===== src/rtl/euler_step_sequencer_pkg.sv =====
// Shared types for the Euler step sequencer: FSM state encoding and default step-count width.
package euler_pkg;

  localparam int CNT_W_DEFAULT = 6;

  typedef enum logic [2:0] {
    IDLE,
    CLEAR,
    ISSUE,
    WAIT,
    CHECK,
    DONE,
    ERROR
  } state_e;

endpackage


===== src/rtl/euler_step_sequencer_ack_watchdog.sv =====
// Ack watchdog for the Euler sequencer: counts WAIT cycles without ack and flags expiry.
// Only built when EULER_TIMEOUT_EN is defined.
`ifdef EULER_TIMEOUT_EN
module euler_ack_watchdog
  import euler_pkg::*;
#(
  parameter int TMO_CYC = 255,
  parameter int TMO_W   = 8
) (
  input  logic clk,
  input  logic rest_async_n,
  input  logic clr,
  input  logic run,
  output logic expired
);

  logic [TMO_W-1:0] cnt_q, cnt_d;

  always_comb begin
    cnt_d = cnt_q;
    if (clr) begin
      cnt_d = '0;
    end else if (run) begin
      cnt_d = cnt_q + TMO_W'(1);
    end
  end

  always_ff @(posedge clk or negedge rest_async_n) begin
    if (!rest_async_n) begin
      cnt_q <= '0;
    end else begin
      cnt_q <= cnt_d;
    end
  end

  // Fires in the cycle whose increment would reach TMO_CYC.
  assign expired = run && (cnt_q == TMO_W'(TMO_CYC - 1));

endmodule
`endif


===== src/rtl/euler_step_sequencer.sv =====
// Control FSM sequencing a fixed number of Euler steps against an external step counter.
// Optional ack timeout with sticky err and ERROR state under EULER_TIMEOUT_EN.
module euler_step_sequencer
  import euler_pkg::*;
#(
  parameter int CNT_W   = CNT_W_DEFAULT,
  parameter int TMO_CYC = 255,
  parameter int TMO_W   = 8
) (
  input  logic             clk,
  input  logic             rest_async_n,
  input  logic             start,
  input  logic             abort,
  input  logic [CNT_W-1:0] num_steps,
  input  logic [CNT_W-1:0] cnt_value,
  output logic             cnt_sync_clr,
  output logic             cnt_en,
  output logic             dp_req,
  output logic             dp_last,
  input  logic             dp_ack,
  output logic             busy,
  output logic             done,
  output logic             err
);

  state_e           state_q, state_d;
  logic [CNT_W-1:0] num_steps_q, num_steps_d;
  logic             cnt_sync_clr_q, cnt_sync_clr_d;
  logic             cnt_en_q, cnt_en_d;
  logic             dp_req_q, dp_req_d;
  logic             dp_last_q, dp_last_d;
  logic             busy_q, busy_d;
  logic             done_q, done_d;

`ifdef EULER_TIMEOUT_EN
  logic err_q, err_d;
  logic wd_clr, wd_run, wd_expired;

  assign wd_clr = (state_q == ISSUE);
  assign wd_run = (state_q == WAIT) && dp_req_q && !dp_ack;

  euler_ack_watchdog #(
    .TMO_CYC (TMO_CYC),
    .TMO_W   (TMO_W)
  ) u_ack_watchdog (
    .clk          (clk),
    .rest_async_n (rest_async_n),
    .clr          (wd_clr),
    .run          (wd_run),
    .expired      (wd_expired)
  );
`endif

  always_comb begin
    state_d        = state_q;
    num_steps_d    = num_steps_q;
    cnt_sync_clr_d = 1'b0;
    cnt_en_d       = 1'b0;
    dp_req_d       = dp_req_q;
    dp_last_d      = dp_last_q;
    done_d         = 1'b0;
`ifdef EULER_TIMEOUT_EN
    err_d          = err_q;
`endif
    if (abort) begin
      state_d        = IDLE;
      cnt_sync_clr_d = 1'b1;
      dp_req_d       = 1'b0;
      dp_last_d      = 1'b0;
`ifdef EULER_TIMEOUT_EN
      err_d          = 1'b0;
`endif
    end else begin
      case (state_q)
        IDLE: begin
          if (start) begin
            num_steps_d    = num_steps;
            cnt_sync_clr_d = 1'b1;
            state_d        = CLEAR;
          end
        end
        // The counter is cleared by this edge, so the first step's last flag
        // comes from num_steps_q alone rather than the stale cnt_value.
        CLEAR: begin
          if (num_steps_q == '0) begin
            state_d = DONE;
            done_d  = 1'b1;
          end else begin
            state_d   = ISSUE;
            dp_req_d  = 1'b1;
            dp_last_d = (num_steps_q == CNT_W'(1));
          end
        end
        ISSUE: state_d = WAIT;
        // After an accepted ack, WAIT lingers one cycle with cnt_en high so
        // CHECK sees the incremented count.
        WAIT: begin
          if (cnt_en_q) begin
            state_d = CHECK;
          end else if (dp_req_q && dp_ack) begin
            dp_req_d  = 1'b0;
            dp_last_d = 1'b0;
            cnt_en_d  = 1'b1;
`ifdef EULER_TIMEOUT_EN
          end else if (wd_expired) begin
            state_d   = ERROR;
            dp_req_d  = 1'b0;
            dp_last_d = 1'b0;
            err_d     = 1'b1;
`endif
          end
        end
        CHECK: begin
          if (cnt_value == num_steps_q) begin
            state_d = DONE;
            done_d  = 1'b1;
          end else begin
            state_d   = ISSUE;
            dp_req_d  = 1'b1;
            dp_last_d = (cnt_value == num_steps_q - CNT_W'(1));
          end
        end
        DONE: state_d = IDLE;
`ifdef EULER_TIMEOUT_EN
        ERROR: begin
          if (start) begin
            err_d          = 1'b0;
            num_steps_d    = num_steps;
            cnt_sync_clr_d = 1'b1;
            state_d        = CLEAR;
          end
        end
`endif
        default: state_d = IDLE;
      endcase
    end
    busy_d = !(state_d inside {IDLE, DONE, ERROR});
  end

  always_ff @(posedge clk or negedge rest_async_n) begin
    if (!rest_async_n) begin
      state_q        <= IDLE;
      num_steps_q    <= '0;
      cnt_sync_clr_q <= 1'b0;
      cnt_en_q       <= 1'b0;
      dp_req_q       <= 1'b0;
      dp_last_q      <= 1'b0;
      busy_q         <= 1'b0;
      done_q         <= 1'b0;
`ifdef EULER_TIMEOUT_EN
      err_q          <= 1'b0;
`endif
    end else begin
      state_q        <= state_d;
      num_steps_q    <= num_steps_d;
      cnt_sync_clr_q <= cnt_sync_clr_d;
      cnt_en_q       <= cnt_en_d;
      dp_req_q       <= dp_req_d;
      dp_last_q      <= dp_last_d;
      busy_q         <= busy_d;
      done_q         <= done_d;
`ifdef EULER_TIMEOUT_EN
      err_q          <= err_d;
`endif
    end
  end

  assign cnt_sync_clr = cnt_sync_clr_q;
  assign cnt_en       = cnt_en_q;
  assign dp_req       = dp_req_q;
  assign dp_last      = dp_last_q;
  assign busy         = busy_q;
  assign done         = done_q;
`ifdef EULER_TIMEOUT_EN
  assign err          = err_q;
`else
  // Timeout parameters are inert in this build; err is constant 0.
  assign err          = (TMO_CYC < 0) && (TMO_W < 0);
`endif

endmodule

===== config.mk =====
export PLATFORM = sky130hd
export DESIGN_NAME = euler_step_sequencer
export DESIGN_NICKNAME = d
export VERILOG_FILES = /design/src/rtl/euler_step_sequencer_pkg.sv /design/src/rtl/euler_step_sequencer_ack_watchdog.sv /design/src/rtl/euler_step_sequencer.sv
export SDC_FILE = /design/constraint.sdc
export NUM_CORES = 1
export LEC_CHECK = 0
export CAP_MARGIN = 20
export CORE_MARGIN = 1.5
export CORE_UTILIZATION = 43
export DETAILED_ROUTE_END_ITERATION = 16
export PLACE_DENSITY = 0.81
export SYNTH_ARGS = -nofsm -noshare
export SYNTH_HDL_FRONTEND = slang
export SYNTH_SLANG_ARGS = --single-unit
export TNS_END_PERCENT = 5

===== constraint.sdc =====
create_clock -name clk -period 1.8 [get_ports clk]
set_input_delay 0.54 -clock clk [delete_from_list [all_inputs] [get_ports clk]]
set_output_delay 0.54 -clock clk [all_outputs]
set_load 0.005 [all_outputs]

# Yosys cells after proc, flatten, opt, wreduce, memory -nomap -nowiden
# Cells that the tools add are included.
dict set report classes {
  addsub 1
  bitwise 1
  mux 27
  n_div 0
  shifts 0
  eq_ne 13
  order_cmp 0
  reduce_logical 9
  multipliers 0
}
# cell n
set op_table {}
lappend op_table {{1-bit 2-to-1 mux} 18}
lappend op_table {{3-bit 2-to-1 mux} 5}
lappend op_table {{3-bit case mux with 5 select lines} 1}
lappend op_table {{6-bit equality test} 2}
lappend op_table {{3-bit inequality test (second input constant)} 4}
lappend op_table {{3-bit equality test (second input constant)} 3}
lappend op_table {{3-bit by 2-bit equality test with 1-bit output (second input constant)} 2}
lappend op_table {{6-bit by 1-bit equality test with 1-bit output (second input constant)} 1}
lappend op_table {{3-bit logical NOT} 2}
lappend op_table {{6-bit logical NOT} 1}
lappend op_table {{1-bit case mux with 3 select lines} 2}
lappend op_table {{6-bit by 1-bit subtractor with 6-bit output (second input constant)} 1}
lappend op_table {{5-bit AND reduction} 1}
lappend op_table {{4-bit nonzero test} 1}
lappend op_table {{3-bit by 1-bit equality test with 1-bit output (second input constant)} 1}
lappend op_table {{3-bit AND reduction} 1}
lappend op_table {{3-bit nonzero test} 1}
lappend op_table {{1-bit case mux with 2 select lines} 1}
lappend op_table {{1-bit logical AND} 1}
lappend op_table {{1-bit logical NOT} 1}
lappend op_table {{1-bit NOT} 1}
dict set report word_totals {
  in_bits 17
  romBits 0
  register_bits 15
  elab_cells 59
  out_inout_bits 7
  latchBits 0
  mem_count 0
  mem_bits_rw 0
}

# Depth between registers and ports, before layout
dict set report depth {
  word_depth 7
  ltp_mapped 7
  depth_no_buf 7
}

# Worst setup path after synthesis
# Ideal clock, no wire load.
dict set report synth_path {
  path_kind {reg2reg}
  start {register num_steps_q[2]}
  end {register dp_req_q, in the netlist dp_req}
  required_ns 1.662
  synth_period_minus_slack_ns 1.663
  setup_slack_ns 0.137
  arrival_time_ns 1.525
  n_path_buf 0
  stages_incl_launch_ff 6
  setup_ns 0.138
  path_cell_list {dfrtp_1 > nor4_4 > a211oi_1 > or4_1 > nand2_1 > o32ai_2}
}
dict set report synth_between {
  elab_chain_len 3
  word_cells_on_any_way 5
  classes_between {3 x eq/ne; 2 x reduce/logical}
}
# item line_no
set synth_lines {}
lappend synth_lines {{from (decl)} euler_step_sequencer.sv:27} ;# logic [CNT_W-1:0] num_steps_q, num_steps_d;
lappend synth_lines {{from (signal assigned)} euler_step_sequencer.sv:155} ;# num_steps_q <= num_steps_d;
lappend synth_lines {{6-bit equality test or 6-bit logical NOT (tied branches)} {euler_step_sequencer.sv:114, euler_step_sequencer.sv:85}}
lappend synth_lines {{3-bit inequality test (no source line)} -}
lappend synth_lines {{5-bit AND reduction (no source line) *} -}
lappend synth_lines {{to (signal assigned)} euler_step_sequencer.sv:158} ;# dp_req_q <= dp_req_d;
lappend synth_lines {{to (decl)} euler_step_sequencer.sv:30} ;# logic dp_req_q, dp_req_d;
# Mark *: on every way between the ends. The rest lies on a longest branch, timed or not.
# A chain may end at the register's enable or synchronous reset.

# Final worst setup path
dict set report layout_path {
  start {input cnt_value[2]}
  end {register dp_last_q, in the netlist dp_last}
}
dict set report layout_between {
  elab_chain_len 4
  word_cells_on_any_way 7
  classes_between {3 x eq/ne; 3 x mux; 1 x reduce/logical}
}
# item line_no
set layout_lines {}
lappend layout_lines {{from (decl)} euler_step_sequencer.sv:15} ;# input logic [CNT_W-1:0] cnt_value,
lappend layout_lines {{6-bit equality test} euler_step_sequencer.sv:120} ;# dp_last_d = (cnt_value == num_steps_q - CNT_W'(1));
lappend layout_lines {{1-bit 2-to-1 mux} euler_step_sequencer.sv:114} ;# if (cnt_value == num_steps_q) begin
lappend layout_lines {{1-bit case mux with 3 select lines} euler_step_sequencer.sv:74} ;# case (state_q)
lappend layout_lines {{1-bit 2-to-1 mux} euler_step_sequencer.sv:65} ;# if (abort) begin
lappend layout_lines {{to (signal assigned)} euler_step_sequencer.sv:159} ;# dp_last_q <= dp_last_d;
lappend layout_lines {{to (decl)} euler_step_sequencer.sv:31} ;# logic dp_last_q, dp_last_d;
# Parallel ways exist; a longest one is shown, timed or not. The select of a mux whose other input is x is not followed.

==> impl_metrics.csv <==
group,metric,value,unit
synth,synth_fa_ha_area_share,3.97,%
worst_setup_path,startpoint,"cnt_value[2]",
worst_setup_path,cp-start-kind,"input pin",
clock_tree,hold_buffers,0,
power,peakVddDrop,0.596,mV
floorplanning,num_rows,16,
worst_hold_path,hold_class,"input pin to asynchronous set/reset pin",
floorplanning,coreArea,0.00202,sq mm
clock_tree,cts_root_buf,"clkbuf_4",
floorplanning,fp.dieArea,0.00249,sq mm
clock_tree,clock_path_buffers,2,
synth,synth_nets,119,
synth,synth_compound_area_share,18.3,%
clock_tree,clk_latency,270,ps
detailed_routing,drt_iter0_markers,14,
worst_setup_path,crit_type,"input pin to register",
floorplanning,start_util,46.7,%
synth,synthArstFlopShare,100,%
run,max_cap_viol_count,0,
placed_design,port-buffer-count,22,
sta,fin_crit,1790,ps
global_route,grt_pass1_vias,847,
power,power,1.30,mW
detailed_routing,drtAntennaViolNets,0,
clock_tree,cts_sinks,15,
global_route,globalRoute.totalOverflow,0,
synth,yosysWarnings,0,
global_route,grt_first_pass_wirelength,3580,microns
floorplanning,ioPinCount,24,
clock_tree,cts_made_buffers,3,
placed_design,dp_cells,156,
global_route,top_usage_layer,"met2",
synth,yosysSeqAreaShare,39.7,%
synth,netlist_top_cells_area,"dfrtp_1 (40%), xor2_1 (8.3%), nand2_1 (4.4%), a21oi_1 (4.2%), ha_1 (4.0%)",
worst_setup_path,required,2000,ps
worst_setup_path,cp.arrival,1990,ps
final_layout,area_growth_syn_to_layout,40.7,%
global_route,grt.met2_usage,33.8,%
synth,ys_types,36,
synth,synth-simple-area-share,20.7,%
placed_design,place_ws,-377,ps
sta,setup-tns-final,0,ps
power,powerDensity,979,mW/mm^2
synth,synth_top_area_cell,"dfrtp_1",
global_route,grt_util_met3,4.24,%
final_layout,drive_gt1_share,23.7,%
synth,netlist_instances,99,
detailed_routing,routedWlPerCell,13.3,microns
placed_design,dp_hpwl,1630,microns
detailed_routing,drt_pass1_iterations,4,
global_route,antenna_found_initial,0,
global_route,grt.total_usage,18.8,%
sta,maxSlewViolCount,0,
worst_setup_path,rr_startpoint,"num_steps_q[5]",
floorplanning,die_h,49.9,microns
synth,synth_top_family_by_area,"simple AND/OR/NAND/NOR gates",
final_layout,fill_cells,180,
final_layout,antenna_cells,0,
detailed_routing,drc,0,
final_layout,stdcell_count,162,
power,p_leak,0.561,nW
sta,finalSetupViolCount,0,
synth,synth_edf_count,0,
worst_setup_path,path_max_fanout,2,
detailed_routing,dr_total_vias,862,
sta,worst_slack,8.25,ps
global_route,grt_max_degree,16,
worst_setup_path,end_kind,"register",
clock_tree,cts_tree,"yes",
detailed_routing,wirelength,2160,microns
placed_design,place.gp.congestion,0.886,
sta,hold_violations,0,
synth,ys_ff_latch,15,
clock_tree,cts.reportedPaths.clkPinSlew,90,ps
final_layout,fin_util,65.7,%
synth,synthFlopType,"dfrtp_1",
run_status,status,"finished, final reports clean",
sta,min_period_over_period,99.5,%
synth,synth_top_cell_area_share,39.7,%
synth,synth-xor-area-share,8.34,%
detailed_routing,viasPerCell,5.32,
synth,syn_area_per_cell,9.54,sq um
final_layout,fin_nets,156,
global_route,met1_usage,21.8,%
synth,syn_area,945,sq um
sta,rsz0062_at_grt,"yes",
synth,synthMuxAreaShare,3.58,%
floorplanning,die_x,49.9,microns
clock_tree,cts-htree-levels,1,
sta,fin_skew,2.64,ps
sta,clock.fmax,0.558,GHz
-- state kept, by name, indices dropped and copies added, names as in the netlist --
signal and cells:
state_q 3, cnt_en 1, dp_last 1, num_steps_q 6, busy 1, dp_req 1
cnt_sync_clr 1, done 1
-- power breakdown --
part	switching [mW]	internal (mW)	total (mW)
combinational	0.289	0.309	0.598
clock	0.105	0.0858	0.191
sequential	0.0995	0.412	0.512
total	0.494	0.807	1.30
-- repair_timing --
| action | CTS | global route |
|---|---|---|
| cloned | 0 | 0 |
| hold endpoints to repair | 0 | 0 |
| buffers inserted | 1 | 1 |
| resized for setup | 5 | 3 |
| endpoints found under the setup margin | 2 | 4 |
| pin swaps | 3 | 2 |
-- cell usage after synthesis (all sizes together) (2+ instances only) --
| master | instances |
|---|---|
| nand3 | 3 |
| a211oi | 2 |
| dfrtp | 15 |
| inv | 7 |
| o21ai | 5 |
| nor4 | 3 |
| a21oi | 8 |
| nand2 | 11 |
| xor2 | 9 |
| nor3 | 4 |
| mux2 | 3 |
| buf | 3 |
| ha | 3 |
| nor2 | 5 |
| nor3b | 2 |
-- cell usage in the layout, fill, tap and decap left out, types with 2 or more instances in the layout --
| master | netlist | routed |
|---|---|---|
| clkdlybuf4s50_1 | 0 | 19 |
| dfrtp_1 | 15 | 14 |
| buf_4 | 1 | 14 |
| nand2_1 | 11 | 11 |
| inv_1 | 7 | 7 |
| xor2_1 | 9 | 7 |
| a21oi_1 | 8 | 6 |
| nor2_1 | 5 | 5 |
| o21ai_0 | 5 | 5 |
| nor3_1 | 3 | 3 |
| nand3_1 | 3 | 3 |
| mux2_2 | 3 | 3 |
| ha_1 | 3 | 3 |
| clkbuf_4 | 0 | 3 |
| dlygate4sd2_1 | 0 | 3 |
| xor2_2 | 0 | 2 |
| nor3b_1 | 2 | 2 |
| a21oi_2 | 0 | 2 |
-- worst max-delay path: stages --
cell and delay, ps:
clkdlybuf4s50_1 430, buf_4 150, or2b_1 240, a21oi_2 150
a31o_2 120, a41oi_1 130, a211oi_2 230
-- final timing paths --
kind / slack, ps / endpoint / cells past startpoint
setup / recovery: 8 / dp_last / 7
hold reg to reg: 590 / cnt_en / 2
max in group asynchronous: 1040 / num_steps_q[0] / 2
min in group clk: 590 / cnt_en / 2
hold / removal: 570 / cnt_en / 2
setup reg to reg: 20 / dp_req / 5
-- stage by stage --
step / hold slack (ps) / cell area [sq um]
after global routing: 578 / 1330
after floorplan: 244 / 945
final: 571 / 1330
after global placement: 558 / 1270
after detailed placement: 577 / 1270
after CTS: 575 / 1310
-- layout make-up --
class / instances / area [sq um] / area share (%)
inverter: 7 / 26.3 / 1.98
clock buffer: 4 / 26.3 / 1.98
multi-input combinational: 73 / 544 / 41.0
sequential: 15 / 377 / 28.3
timing repair buffer: 36 / 322 / 24.2
tap: 27 / 33.8 / 2.54
-- layer usage --
| metal | vias up | routed length [microns] |
|---|---|---|
| li1 | 417 | - |
| met1 | 416 | 930 |
| met2 | 25 | 1120 |
| met3 | 4 | 80 |
| met5 | - | 0 |
| met4 | 0 | 33 |
-- cell families (layout without fill, tap and decap cells) --
| logic type | after synthesis | count (layout) |
|---|---|---|
| AO/OA/AOI/OAI | 24 | 24 |
| AND/OR/NAND/NOR | 33 | 33 |
| XOR/XNOR | 9 | 9 |
| adder cells (fa/ha/maj) | 3 | 3 |
| flip-flops | 15 | 15 |
| buffers and inverters | 11 | 47 |
| other | 1 | 1 |
| multiplexers | 3 | 3 |
Note: power is estimated with default switching activity, not from simulation.
